<file path="src/rtl/hazard_sequencer.sv">
// hazard_sequencer: central pipeline-hazard controller for the 5-stage MIPS core.
// Merges load-use stalls, MDU occupancy and taken redirects into the PC/IF/ID
// enables, the IF/ID flush and the ID/EX bubble, sequences the multi-cycle
// MULT/DIV unit, and keeps a saturating count of stalled cycles.
module hazard_sequencer #(
    parameter int MULT_CYCLES = 4,   // legal range 2..15
    parameter int CNT_W       = 16
) (
    input  logic             clk,
    input  logic             reset,          // asynchronous, active-low
    input  logic             LoadUseHazard,
    input  logic             MultIssue,
    input  logic             HiLoRead,
    input  logic             BranchTaken,
    input  logic             JumpTaken,
    input  logic             StatClear,
    output logic             PC_WriteEnable,
    output logic             IFID_WriteEnable,
    output logic             IFID_Flush,
    output logic             IDEX_Bubble,
    output logic             MultBusy,
    output logic             HiLoWrite,
    output logic [3:0]       MultCount,
    output logic [CNT_W-1:0] StallCycles,
    output logic [1:0]       MduState
);

    typedef enum logic [1:0] {
        IDLE = 2'b00,
        BUSY = 2'b01,
        DONE = 2'b10
    } mdu_state_e;

    localparam logic [3:0] LOAD_COUNT = 4'(MULT_CYCLES);

    mdu_state_e state, state_nxt;
    logic [3:0] count, count_nxt;
    logic       mdu_busy;
    logic       stall;
    logic       accept;

    // An MDU op in flight blocks a second issue and any HI/LO read; a
    // load-use hazard always stalls. Issue is accepted only when not stalled.
    assign mdu_busy = (state == BUSY);
    assign stall    = LoadUseHazard | (mdu_busy & (MultIssue | HiLoRead));
    assign accept   = MultIssue & ~stall;

    // State register: an asynchronous reset abandons any MDU op in flight.
    // NOTE: sequential state uses non-blocking (<=) so every flop samples
    // pre-edge values regardless of block ordering.
    always_ff @(posedge clk or negedge reset) begin
        if (!reset) begin
            state <= IDLE;
            count <= '0;
        end else begin
            state <= state_nxt;
            count <= count_nxt;
        end
    end

    // Next-state logic for MDU occupancy and the remaining-cycle counter.
    always_comb begin
        // NOTE: defaults first so every path assigns both signals; otherwise
        // synthesis infers latches to hold the missing values.
        state_nxt = state;
        count_nxt = count;
        unique case (state)
            IDLE: begin
                if (accept) begin
                    state_nxt = BUSY;
                    count_nxt = LOAD_COUNT;
                end
            end
            BUSY: begin
                if (count == 4'd1) begin
                    state_nxt = DONE;
                    count_nxt = '0;
                end else begin
                    count_nxt = count - 4'd1;
                end
            end
            DONE: begin
                // HI/LO commits this cycle; a new op may start back-to-back.
                if (accept) begin
                    state_nxt = BUSY;
                    count_nxt = LOAD_COUNT;
                end else begin
                    state_nxt = IDLE;
                    count_nxt = '0;
                end
            end
            default: begin
                state_nxt = IDLE;
                count_nxt = '0;
            end
        endcase
    end

    // Output logic: reset forces a frozen, squashed front end; otherwise
    // stall beats redirect, and a redirect flushes the fetched slot.
    always_comb begin
        PC_WriteEnable   = 1'b1;
        IFID_WriteEnable = 1'b1;
        IFID_Flush       = 1'b0;
        IDEX_Bubble      = 1'b0;
        if (!reset) begin
            PC_WriteEnable   = 1'b0;
            IFID_WriteEnable = 1'b0;
            IFID_Flush       = 1'b1;
            IDEX_Bubble      = 1'b1;
        end else if (stall) begin
            PC_WriteEnable   = 1'b0;
            IFID_WriteEnable = 1'b0;
            IDEX_Bubble      = 1'b1;
        end else if (BranchTaken | JumpTaken) begin
            IFID_Flush       = 1'b1;
        end
        MultBusy  = mdu_busy;
        HiLoWrite = (state == DONE);
        MultCount = count;
        MduState  = state;
    end

    // Saturating stalled-cycle statistic; a clear wins over a same-cycle stall.
    always_ff @(posedge clk or negedge reset) begin
        if (!reset) begin
            StallCycles <= '0;
        end else if (StatClear) begin
            StallCycles <= '0;
        end else if (!PC_WriteEnable && !(&StallCycles)) begin
            StallCycles <= StallCycles + 1'b1;
        end
    end

endmodule
</file>
<file path="config.mk">
export PLATFORM = sky130hd
export DESIGN_NAME = hazard_sequencer
export DESIGN_NICKNAME = d
export VERILOG_FILES = /design/src/rtl/hazard_sequencer.sv
export SDC_FILE = /design/constraint.sdc
export NUM_CORES = 1
export LEC_CHECK = 0
export CAP_MARGIN = 20
export CORE_ASPECT_RATIO = 1.1
export CORE_UTILIZATION = 44
export CTS_CLUSTER_DIAMETER = 60
export CTS_CLUSTER_SIZE = 20
export DETAILED_ROUTE_END_ITERATION = 10
export GPL_TIMING_DRIVEN = 0
export PLACE_DENSITY = 0.76
export RECOVER_POWER = 50
export SETUP_SLACK_MARGIN = 0.3
export SLEW_MARGIN = 5
export SYNTH_ARGS = -nofsm -noshare
export SYNTH_HDL_FRONTEND = slang
export SYNTH_SLANG_ARGS = --single-unit
</file>
<file path="constraint.sdc">
create_clock -name clk -period 2 [get_ports clk]
set_clock_uncertainty 0.15 [all_clocks]
set_input_delay 0.4 -clock clk [delete_from_list [all_inputs] [get_ports clk]]
set_output_delay 0.4 -clock clk [all_outputs]
set_load 0.02 [all_outputs]
</file>
==> metrics.md <==
| Metric | Value |
|---|---|
| Initial antenna violation count | 0 |
| Leakage power | 0.00104 uW |
| Final hold violation count | 0 |
| Sequential share of power | 33.1% |
| Grt total ovfl | 0 |
| M3 GR Usage | 4.62% |
| DP HPWL | 2.39 mm |
| Worst Tran Pin Value | 694 ps |
| Routed WL per cell | 18.2 um |
| Met2 usage | 49.3% |
| Die height | around 61 um |
| Post-Syn Nets | between 150 and 200 |
| Initial Utilization | 46.4% |
| Clock network fraction of design power | 19.9% |
| TritonCTS clock tree | done |
| Crit share post-route | 103% |
| Run status | finished, violations left |
| Compound-gate portion of the synthesized area | 12.2% |
| Routed Antenna Nets | 0 |
| Die X | 56.1 um |
| Worst Path Arrival | approximately 1500 ps |
| TritonCTS Buffers | 3 |
| Syn. warnings | 0 |
| Busiest grt layer | met2 |
| Prevailing post-synth register cell | dfrtp_1 |
| Register area share after synthesis | 38.9% |
| Drt drc | 0 |
| Routed via count | 1,466 |
| Flops & latches, synth | 22 |
| Max cap viols | 0 |
| XOR/XNOR Fraction of Synth Area | 0% |
| Clock Latency Late Sink | 340 ps |
| Slew Limit Fails | 0 |
| Clk pin slew, worst setup/hold paths | 140 ps |
| Setup violations, final | 1 |
| Internal power | 1130 uW |
| Failing checks | setup timing |
| CP endpoint kind | output pin |
| Clock Path Buffers | 2 |
| DR vias/cell | around 5.9 |
| Fin nets | 227 |
| Initial DRC count | 42 |
| CTS sink cnt | 22 |
| ANT cells | 0 |
| Worst Path Required | 1450 ps |
| Ys async rst share | 100% |
| Design area | 2370 um2 |
| CP Max Fanout | 5 |
| NetSw | around 700 uW |
| Root Buffer Master | clkbuf_4 |
| IO Port Bufs | 35 |
| Syn avg cell area | roughly 9.8 um2 |
| Post-synthesis adder-cell area fraction | 2.65% |
| Num rows | 21 |
| Post-synth EDFFs | 0 |
| Synthesized instance count | 144 |
| Met1 Resource Use GR | 28.2% |
| Placed cells | 213 |
| Total track usage | about a quarter |
| Multiplexer share of the synthesized area | 7.43% |
| Full die area | 3440 um2 |
| DRT Pass-1 Iters | 4 |
| Core area | roughly 3000 um2 |
| Worst hold path type | reg2reg |
| Combinational share of power | between 40% and 50% |
| Peak Freq | 484 MHz |
| Io pins | 36 |
| Synthesized cell area | 1410 um2 |
| Post-Synth Simple-Gate Area | around 34% |
| Maximum VDD drop | 786 uV |
| Largest net degree at the start of global routing | 23 |
| Fin cells | 249 |
| Post-route setup slack | -65.4 ps |
| Vias in the first global route | 1,463 |
| RSZ-0062 raised after global routing | true |
| First-pass GRT wire length | 6.67 mm |
| Switching share of power | 38.1% |
| Placer congestion estimate | 0.820 |
| Min Tclk post-route | 2070 ps |
| Unique masters post-synth | 39 |
| Worst hold slack | 428 ps |
| Core Util, Final | about 80% |
| H-Tree Level Count | 1 |
| Critical path type | reg2out |
| PwrDens | 772 nW/um2 |
| Worst rel slew slack | 53.7% |
| Largest family of logic cells by synthesized area | simple AND/OR/NAND/NOR gates |
| Crit path launch type | flop |
| Placed cell areas | 1860 um2 |
| Layout cell share with drive strength beyond 1 | 51.6% |
| Area Growth Syn to Fin | 67.6% |
| DRT Wirelength | 4.54 mm |
[flip-flops by register name, summed over array words and instances, names as in the netlist]
name,flops
MultCount,4
StallCycles,16
MduState,2
[cells in the final DEF, fill, tap and decap left out, types with 2 or more instances in the layout]
cell type / count
clkdlybuf4s15_1: 8
clkbuf_16: 2
dfrtp_1: 7
or4_4: 3
clkdlybuf4s50_1: 4
o21ai_0: 4
nor4_4: 8
ha_1: 2
or3_1: 2
dlygate4sd2_1: 6
dfrtp_2: 15
nand4_4: 3
clkbuf_2: 6
a21oi_2: 5
inv_1: 5
nand2_1: 9
nor2b_1: 11
nor3_1: 2
nor2_2: 2
buf_2: 4
buf_12: 3
nor2_1: 14
buf_6: 5
o31ai_1: 5
clkbuf_1: 5
buf_4: 27
nor4b_4: 2
mux2_4: 9
clkbuf_4: 4
nand3_1: 6
nand4_1: 2
[worst max-delay path, cell delays in order, from the launching register on]
cell and delay, ps:
dfrtp_2 430, nand2b_4 140, o211a_4 240, clkbuf_16 150
buf_6 110, buf_6 120
[final timing paths]
| kind | start | end | slack (ps) | depth (start not counted) |
|---|---|---|---|---|
| worst max-delay path | MduState[1] | PC_WriteEnable | -70 | 5 |
| worst min-delay path | MultCount[1] | MultCount[1] | 430 | 2 |
| worst max register to register | MduState[1] | StallCycles[13] | 20 | 7 |
| worst min register to register | MultCount[1] | MultCount[1] | 430 | 2 |
| max in group asynchronous | reset | StallCycles[11] | 230 | 3 |
| min in group asynchronous | reset | StallCycles[3] | 450 | 2 |
[layout make-up]
type                            count  area [um2]
Tap cell                           34        42.5
Sequential cell                    22         569
Clock buffer                        3        22.5
Fill cell                         195         678
Timing Repair Buffer               67         566
Multi-Input combinational cell    110        1040
Buffer                              6        75.1
Inverter                            6        25.0
Clock inverter                      1        30.0
[logic make-up after synthesis]
group | Yosys count
AOI/OAI and AO/OA | 25
adders and majority gates | 3
buffers and inverters | 12
muxes | 9
DFF | 22
and+or+nand+nor | 73
[timing repair]
item                                    CTS  global route
hold endpoints to repair                 22             0
pin swaps                                15             7
endpoints found under the setup margin   44            42
hold buffers                              1             0
resized for setup                       111            38
setup buffers                            22             7
gates cloned                              0             1
[synthesized netlist by cell type (all sizes together) (2+ instances only)]
master  instances  area (um2)
a21oi           6        30.0
and4            2        17.5
buf             3        30.0
clkbuf          3        11.3
dfrtp          22         551
ha              3        37.5
inv             6        22.5
mux2            9         105
nand2           9        33.8
nand2b          2        20.0
nand3           6        30.0
nand4           5        76.3
nor2           16        60.1
nor2b          11        68.8
nor3            3        15.0
nor3b           2        15.0
nor4            8        71.3
nor4b           2        23.8
o21ai           6        30.0
o31ai           5        37.5
or3             2        12.5
or4             4        30.0
[per-layer routing]
layer	wire, um	up-vias
met5	0	-
met4	132	0
met3	240	14
met2	2420	61
met1	1750	722
li1	-	669
[power groups by stage]
stage	registers (uW)	clock network (uW)	logic [uW]
after detailed placement	603	0	677
after floorplan	664	0	333
final	605	363	861
after global routing	614	382	920
after CTS	590	358	794
after global placement	595	0	647
[through the flow]
step / setup slack, ps / total power (uW) / setup TNS [ps]
after floorplan: 71.4 / 997 / 0
after global placement: -1420 / 1240 / -19560
after detailed placement: -1430 / 1280 / -20210
after CTS: -78.7 / 1740 / -103
after global routing: -117 / 1920 / -280
final: -65.4 / 1830 / -65.4
Note: power is estimated with default switching activity, not from simulation.
